### src/rtl/cpu_bus_arbiter.sv
// Arbitrates one sram-like memory port between instruction fetch and data access.
// Define ARB_ROUND_ROBIN_EN for round-robin contention; otherwise data has fixed priority.
module cpu_bus_arbiter #(
    parameter int unsigned ADDR_W   = 32,
    parameter int unsigned DATA_W   = 32,
    parameter int unsigned MAX_OUTS = 4
) (
    input  logic              clk,
    input  logic              reset,
    input  logic              inst_req,
    input  logic              inst_wr,
    input  logic [1:0]        inst_size,
    input  logic [ADDR_W-1:0] inst_addr,
    input  logic [DATA_W-1:0] inst_wdata,
    output logic              inst_addr_ok,
    output logic              inst_data_ok,
    output logic [DATA_W-1:0] inst_rdata,
    input  logic              data_req,
    input  logic              data_wr,
    input  logic [1:0]        data_size,
    input  logic [ADDR_W-1:0] data_addr,
    input  logic [DATA_W-1:0] data_wdata,
    output logic              data_addr_ok,
    output logic              data_data_ok,
    output logic [DATA_W-1:0] data_rdata,
    output logic              bus_req,
    output logic              bus_wr,
    output logic [1:0]        bus_size,
    output logic [ADDR_W-1:0] bus_addr,
    output logic [DATA_W-1:0] bus_wdata,
    input  logic              bus_addr_ok,
    input  logic              bus_data_ok,
    input  logic [DATA_W-1:0] bus_rdata
);

    localparam int unsigned PTR_W = (MAX_OUTS > 1) ? $clog2(MAX_OUTS) : 1;
    localparam logic [PTR_W:0] FULL_CNT = (PTR_W + 1)'(MAX_OUTS);

    // Requester IDs: 0 = inst, 1 = data.
    logic                r_lock, w_lock_nxt;
    logic                r_lock_id, w_lock_id_nxt;
    logic [MAX_OUTS-1:0] r_ids, w_ids_nxt;
    logic [PTR_W-1:0]    r_wptr, w_wptr_nxt;
    logic [PTR_W-1:0]    r_rptr, w_rptr_nxt;
    logic [PTR_W:0]      r_count, w_count_nxt;

    logic w_lock_hold;
    logic w_contend_sel;
    logic w_sel;
    logic w_sel_req;
    logic w_full;
    logic w_accept;
    logic w_pop;
    logic w_head;

`ifdef ARB_ROUND_ROBIN_EN
    // Preferred requester on contention: the one not granted at the last accept.
    logic r_rr, w_rr_nxt;

    always_comb begin
        w_rr_nxt = r_rr;
        if (w_accept) begin
            w_rr_nxt = ~w_sel;
        end
    end

    always_ff @(posedge clk or posedge reset) begin
        if (reset) begin
            r_rr <= 1'b1;
        end else begin
            r_rr <= w_rr_nxt;
        end
    end

    assign w_contend_sel = r_rr;
`else
    assign w_contend_sel = 1'b1;
`endif

    always_comb begin
        // A lock whose owner dropped req is released rather than honoured.
        w_lock_hold = r_lock && (r_lock_id ? data_req : inst_req);
        if (w_lock_hold) begin
            w_sel = r_lock_id;
        end else if (inst_req && data_req) begin
            w_sel = w_contend_sel;
        end else begin
            w_sel = data_req;
        end
        w_sel_req = w_sel ? data_req : inst_req;
        w_full    = (r_count == FULL_CNT);

        bus_req   = w_sel_req && !w_full && !reset;
        bus_wr    = w_sel ? data_wr    : inst_wr;
        bus_size  = w_sel ? data_size  : inst_size;
        bus_addr  = w_sel ? data_addr  : inst_addr;
        bus_wdata = w_sel ? data_wdata : inst_wdata;

        w_accept     = bus_req && bus_addr_ok;
        inst_addr_ok = w_accept && !w_sel;
        data_addr_ok = w_accept && w_sel;

        w_head       = r_ids[r_rptr];
        w_pop        = bus_data_ok && (r_count != '0) && !reset;
        inst_data_ok = w_pop && !w_head;
        data_data_ok = w_pop && w_head;
        inst_rdata   = bus_rdata;
        data_rdata   = bus_rdata;
    end

    always_comb begin
        w_lock_nxt    = bus_req && !bus_addr_ok;
        w_lock_id_nxt = w_sel;
        w_ids_nxt     = r_ids;
        w_wptr_nxt    = r_wptr;
        w_rptr_nxt    = r_rptr;
        w_count_nxt   = r_count;
        if (w_accept) begin
            w_ids_nxt[r_wptr] = w_sel;
            w_wptr_nxt        = r_wptr + PTR_W'(1);
        end
        if (w_pop) begin
            w_rptr_nxt = r_rptr + PTR_W'(1);
        end
        case ({w_accept, w_pop})
            2'b10:   w_count_nxt = r_count + (PTR_W + 1)'(1);
            2'b01:   w_count_nxt = r_count - (PTR_W + 1)'(1);
            default: w_count_nxt = r_count;
        endcase
    end

    always_ff @(posedge clk or posedge reset) begin
        if (reset) begin
            r_lock    <= 1'b0;
            r_lock_id <= 1'b0;
            r_ids     <= '0;
            r_wptr    <= '0;
            r_rptr    <= '0;
            r_count   <= '0;
        end else begin
            r_lock    <= w_lock_nxt;
            r_lock_id <= w_lock_id_nxt;
            r_ids     <= w_ids_nxt;
            r_wptr    <= w_wptr_nxt;
            r_rptr    <= w_rptr_nxt;
            r_count   <= w_count_nxt;
        end
    end

endmodule

### config.mk
export PLATFORM = sky130hd
export DESIGN_NAME = cpu_bus_arbiter
export DESIGN_NICKNAME = d
export VERILOG_FILES = /design/src/rtl/cpu_bus_arbiter.sv
export SDC_FILE = /design/constraint.sdc
export NUM_CORES = 1
export LEC_CHECK = 0
export ABC_AREA = 1
export CAP_MARGIN = 20
export CORE_AREA = 2 2 120 122
export CTS_BUF_LIST = sky130_fd_sc_hd__clkbuf_16
export DETAILED_ROUTE_END_ITERATION = 6
export DIE_AREA = 0 0 122 124
export PLACE_DENSITY = 0.55
export SETUP_SLACK_MARGIN = 0.3
export SLEW_MARGIN = 20
export SYNTH_ARGS = -nofsm -noshare
export SYNTH_HDL_FRONTEND = slang
export SYNTH_SLANG_ARGS = --single-unit
### constraint.sdc
create_clock -name clk -period 3.3 [get_ports clk]
set_input_delay 0.33 -clock clk [delete_from_list [all_inputs] [get_ports clk]]
set_output_delay 0.33 -clock clk [all_outputs]
set_load 0.02 [all_outputs]
==> impl_metrics.csv <==
group,metric,value,unit
finish,layout.nets,690,
detailed_routing,drt_drc_violations_left,0,
synth,yosys_warnings,0,
synth,synth_enable_flop_cells,0,
synth,netlist_area,0.002072,mm²
synth,synth_top_flop_cell,"sky130_fd_sc_hd__dfrtp_1",
clock_network,cts_htree_levels,1,
clock_network,cts-hold-fix-buffers,0,
critical_path,worstPathBufferInverterCount,3,
flow_run,drv.max_cap_violation_count,0,
synth,cell_types_with_the_largest_area_share_after_synthesis,"sky130_fd_sc_hd__nand2_1 40%, sky130_fd_sc_hd__buf_4 24%, sky130_fd_sc_hd__dfrtp_1 16%",
clock_network,cts_tree,"yes",
detailed_routing,detail_route.wirelength,8489,µm
synth,post_synth.cell_area_avg,5.600,µm²
critical_path,cp.arrival,2210,ps
finish,layout_common_cells,"219 x sky130_fd_sc_hd__nand2_1, 211 x sky130_fd_sc_hd__clkdlybuf4s50_1, 18 x sky130_fd_sc_hd__inv_1",
timing,timing.max_slew.rel_slack,74.12,%
die,start_util,15.10,%
place,place.gp.congestion,0.7137,
detailed_routing,routed_via_count_divided_by_cell_count,3.744,
timing,grt_setup_unrepaired,"false",
pwr,total_power,1336,µW
finish,post_route_cells_drive_above_1_share,2.348,%
clock_network,path_clk_slew,40,ps
global_route,globalRouteMet1Util,9.757,%
timing,final_period_minus_worst_setup_slack,2543,ps
detailed_routing,post_drt_wl_per_cell,12.29,µm
detailed_routing,drt_first_pass_iters,4,
timing,timing.final.max_slew_violations,0,
finish,fillCellCount,1491,
detailed_routing,antenna_violating_nets_post_route,0,
synth,synthesized_netlist_cell_count,370,
clock_network,post-cts-setup-buffers,0,
critical_path,crit_type,"in -> out",
critical_path,worstPathCellList,"clkdlybuf4s50_1 -> nand3b_1 -> nand2_2 -> buf_4 -> nand2_1 -> nand2_1 -> clkdlybuf4s50_1",
detailed_routing,detailroute.via_count,2587,
timing,max_freq,393.3,MHz
place,post-dp-hpwl,7101,µm
die,die_width,122,µm
global_route,grt.met2_usage,17.81,%
global_route,gr-max-usage-layer,"met2",
timing,max_slew.worst_pin.slew,388.2,ps
synth,synthDominantCellAreaShare,39.67,%
global_route,first_global_vias,2478,
timing,hold_viol,0,
detailed_routing,detail_route.iter0.violations,36,
critical_path,timing.critical_path.from_type,"input pin",
worst_hold_path,min_path_type,"reg -> reg",
die,io-pin-count,308,
die,num_rows,43,
global_route,grt_overflow_total,0,
synth,ffs_latches_synth,13,
synth,synth.lib_cells_used.distinct,21,
pwr,power.ir.vdd_worst,0.2325,mV
synth,asr_flop_ratio_synth,100.0,%
clock_network,cts_max_path_buffers,2,
critical_path,critical-path-max-stage-delay,620,ps
die,die_area,0.01513,mm²
place,buffer_ports.inserted,211,
pwr,power.leakage,0.001872,µW
global_route,grt_pass1_wl,11900,µm
timing,clock_skew,1.775,ps
status,status,"finished, final reports clean",
finish,layout_commonest_cell,"sky130_fd_sc_hd__nand2_1",
global_route,globalRouteMet3Util,5.495,%
timing,setup-violations-final,0,
finish,num_antenna_cells,0,
clock_network,cts_repair_resize_count,0,
global_route,grt_util_all_layers,9.849,%
critical_path,crit_path_top_delay_cell,"sky130_fd_sc_hd__clkdlybuf4s50_1",
critical_path,rrSetupSlack,1270,ps
timing,setup_total_negative_slack,0,ps
global_route,maximum_number_of_pins_on_one_net_before_global_route_repair,74,
synth,synth_seq_area_share,15.70,%
critical_path,worst-path-max-fanout,38,
die,die-height,124,µm
clock_network,cts_num_sinks,13,
clock_network,cts.root.buffer_cell,"sky130_fd_sc_hd__clkbuf_16",
synth,syn-num-nets,548,
clock_network,cts_buffers,3,
global_route,antenna_found_initial,1,
synth,netlist.top_cell.by_area,"sky130_fd_sc_hd__nand2_1",
finish,synthToLayoutAreaGrowth,91.36,%
critical_path,required,2970,ps
clock_network,worstSkewPairLatency,240,ps
pwr,power-per-cell-area,336.9,mW/mm²
critical_path,critical_path.top_delay_family,"buffers and inverters",
timing,part_of_the_cycle_the_worst_path_needs,77.05,%
die,design.core.area,0.01372,mm²
critical_path,end_kind,"primary output",
## Yosys cell counts (2+ instances only)
master,n
sky130_fd_sc_hd__a21oi_1,3
sky130_fd_sc_hd__buf_2,11
sky130_fd_sc_hd__buf_4,65
sky130_fd_sc_hd__buf_6,2
sky130_fd_sc_hd__dfrtp_1,13
sky130_fd_sc_hd__ha_1,5
sky130_fd_sc_hd__inv_1,17
sky130_fd_sc_hd__nand2_1,219
sky130_fd_sc_hd__nand2_2,2
sky130_fd_sc_hd__nand3_1,2
sky130_fd_sc_hd__nand4_1,4
sky130_fd_sc_hd__nor2_1,12
sky130_fd_sc_hd__o21ai_0,5
sky130_fd_sc_hd__xor2_1,3
## path summary, 6_finish.rpt
kind                                 start           end  cells past startpoint
min in group asynchronous            reset     r_rptr[0]                      3
worst min-delay path              r_ids[1]      r_ids[1]                      2
worst max register to register  r_count[1]    r_count[2]                      9
max in group asynchronous            reset      r_ids[2]                      3
worst max-delay path              inst_req  bus_addr[26]                      7
worst min register to register    r_ids[1]      r_ids[1]                      2
## through the flow
stage / hold WS, ps / setup WS (ps) / std cells / util (%) / instance area (µm²)
3_5_place_dp: 471.4 / 746.7 / 687 / 28.33 / 3886
5_1_grt: 491.8 / 615.1 / 691 / 28.90 / 3965
4_1_cts: 482.6 / 739.9 / 691 / 28.90 / 3965
2_1_floorplan: 215.3 / 1293 / 370 / - / 2072
3_3_place_gp: 472.7 / 773.3 / 687 / 28.33 / 3886
6_report: 482.3 / 757.4 / 691 / 28.90 / 3965
## power breakdown
| group | leakage (µW) | switching (µW) | internal (µW) |
|---|---|---|---|
| Clock | 0.0000423 | 66.9 | 160 |
| Sequential | 0.000159 | 46.0 | 229 |
| Combinational | 0.00167 | 411 | 424 |
| Total | 0.00187 | 524 | 812 |
## registers in the layout (all words and copies together) (netlist names)
register   flops
r_count        3
r_ids          4
r_lock         1
r_lock_id      1
r_rptr         2
r_wptr         2
## metal layers
layer	vias up	part of all wire, %
met5	-	0.15
met4	2	1.5
met3	15	17
met2	178	48
met1	1072	34
li1	1320	-
## tightest hold or removal path: stages, from the launching register on
cell	delay (ps)
sky130_fd_sc_hd__dfrtp_1	340
sky130_fd_sc_hd__nand2_1	50
sky130_fd_sc_hd__nand2_1	50
## cell families (layout without fill, tap and decap cells)
logic type | after synthesis | after routing | synth area share (%)
AND/OR/NAND/NOR | 242 | 242 | 45.89
buffers and inverters | 96 | 237 | 30.56
flip-flops | 13 | 13 | 15.70
AO/OA/AOI/OAI | 9 | 9 | 2.173
adder cells (fa/ha/maj) | 6 | 6 | 3.986
XOR/XNOR | 4 | 4 | 1.691
## area by class of cell
type	instances	area, µm²	area share (%)
Timing Repair Buffer	215	2155	54.34
Multi-Input combinational cell	261	1114	28.08
Sequential cell	13	325.3	8.204
Tap cell	180	225.2	5.680
Clock buffer	3	75.07	1.893
Inverter	18	67.56	1.704
Clock inverter	1	3.754	0.09467
Note: power is estimated with default switching activity, not from simulation.
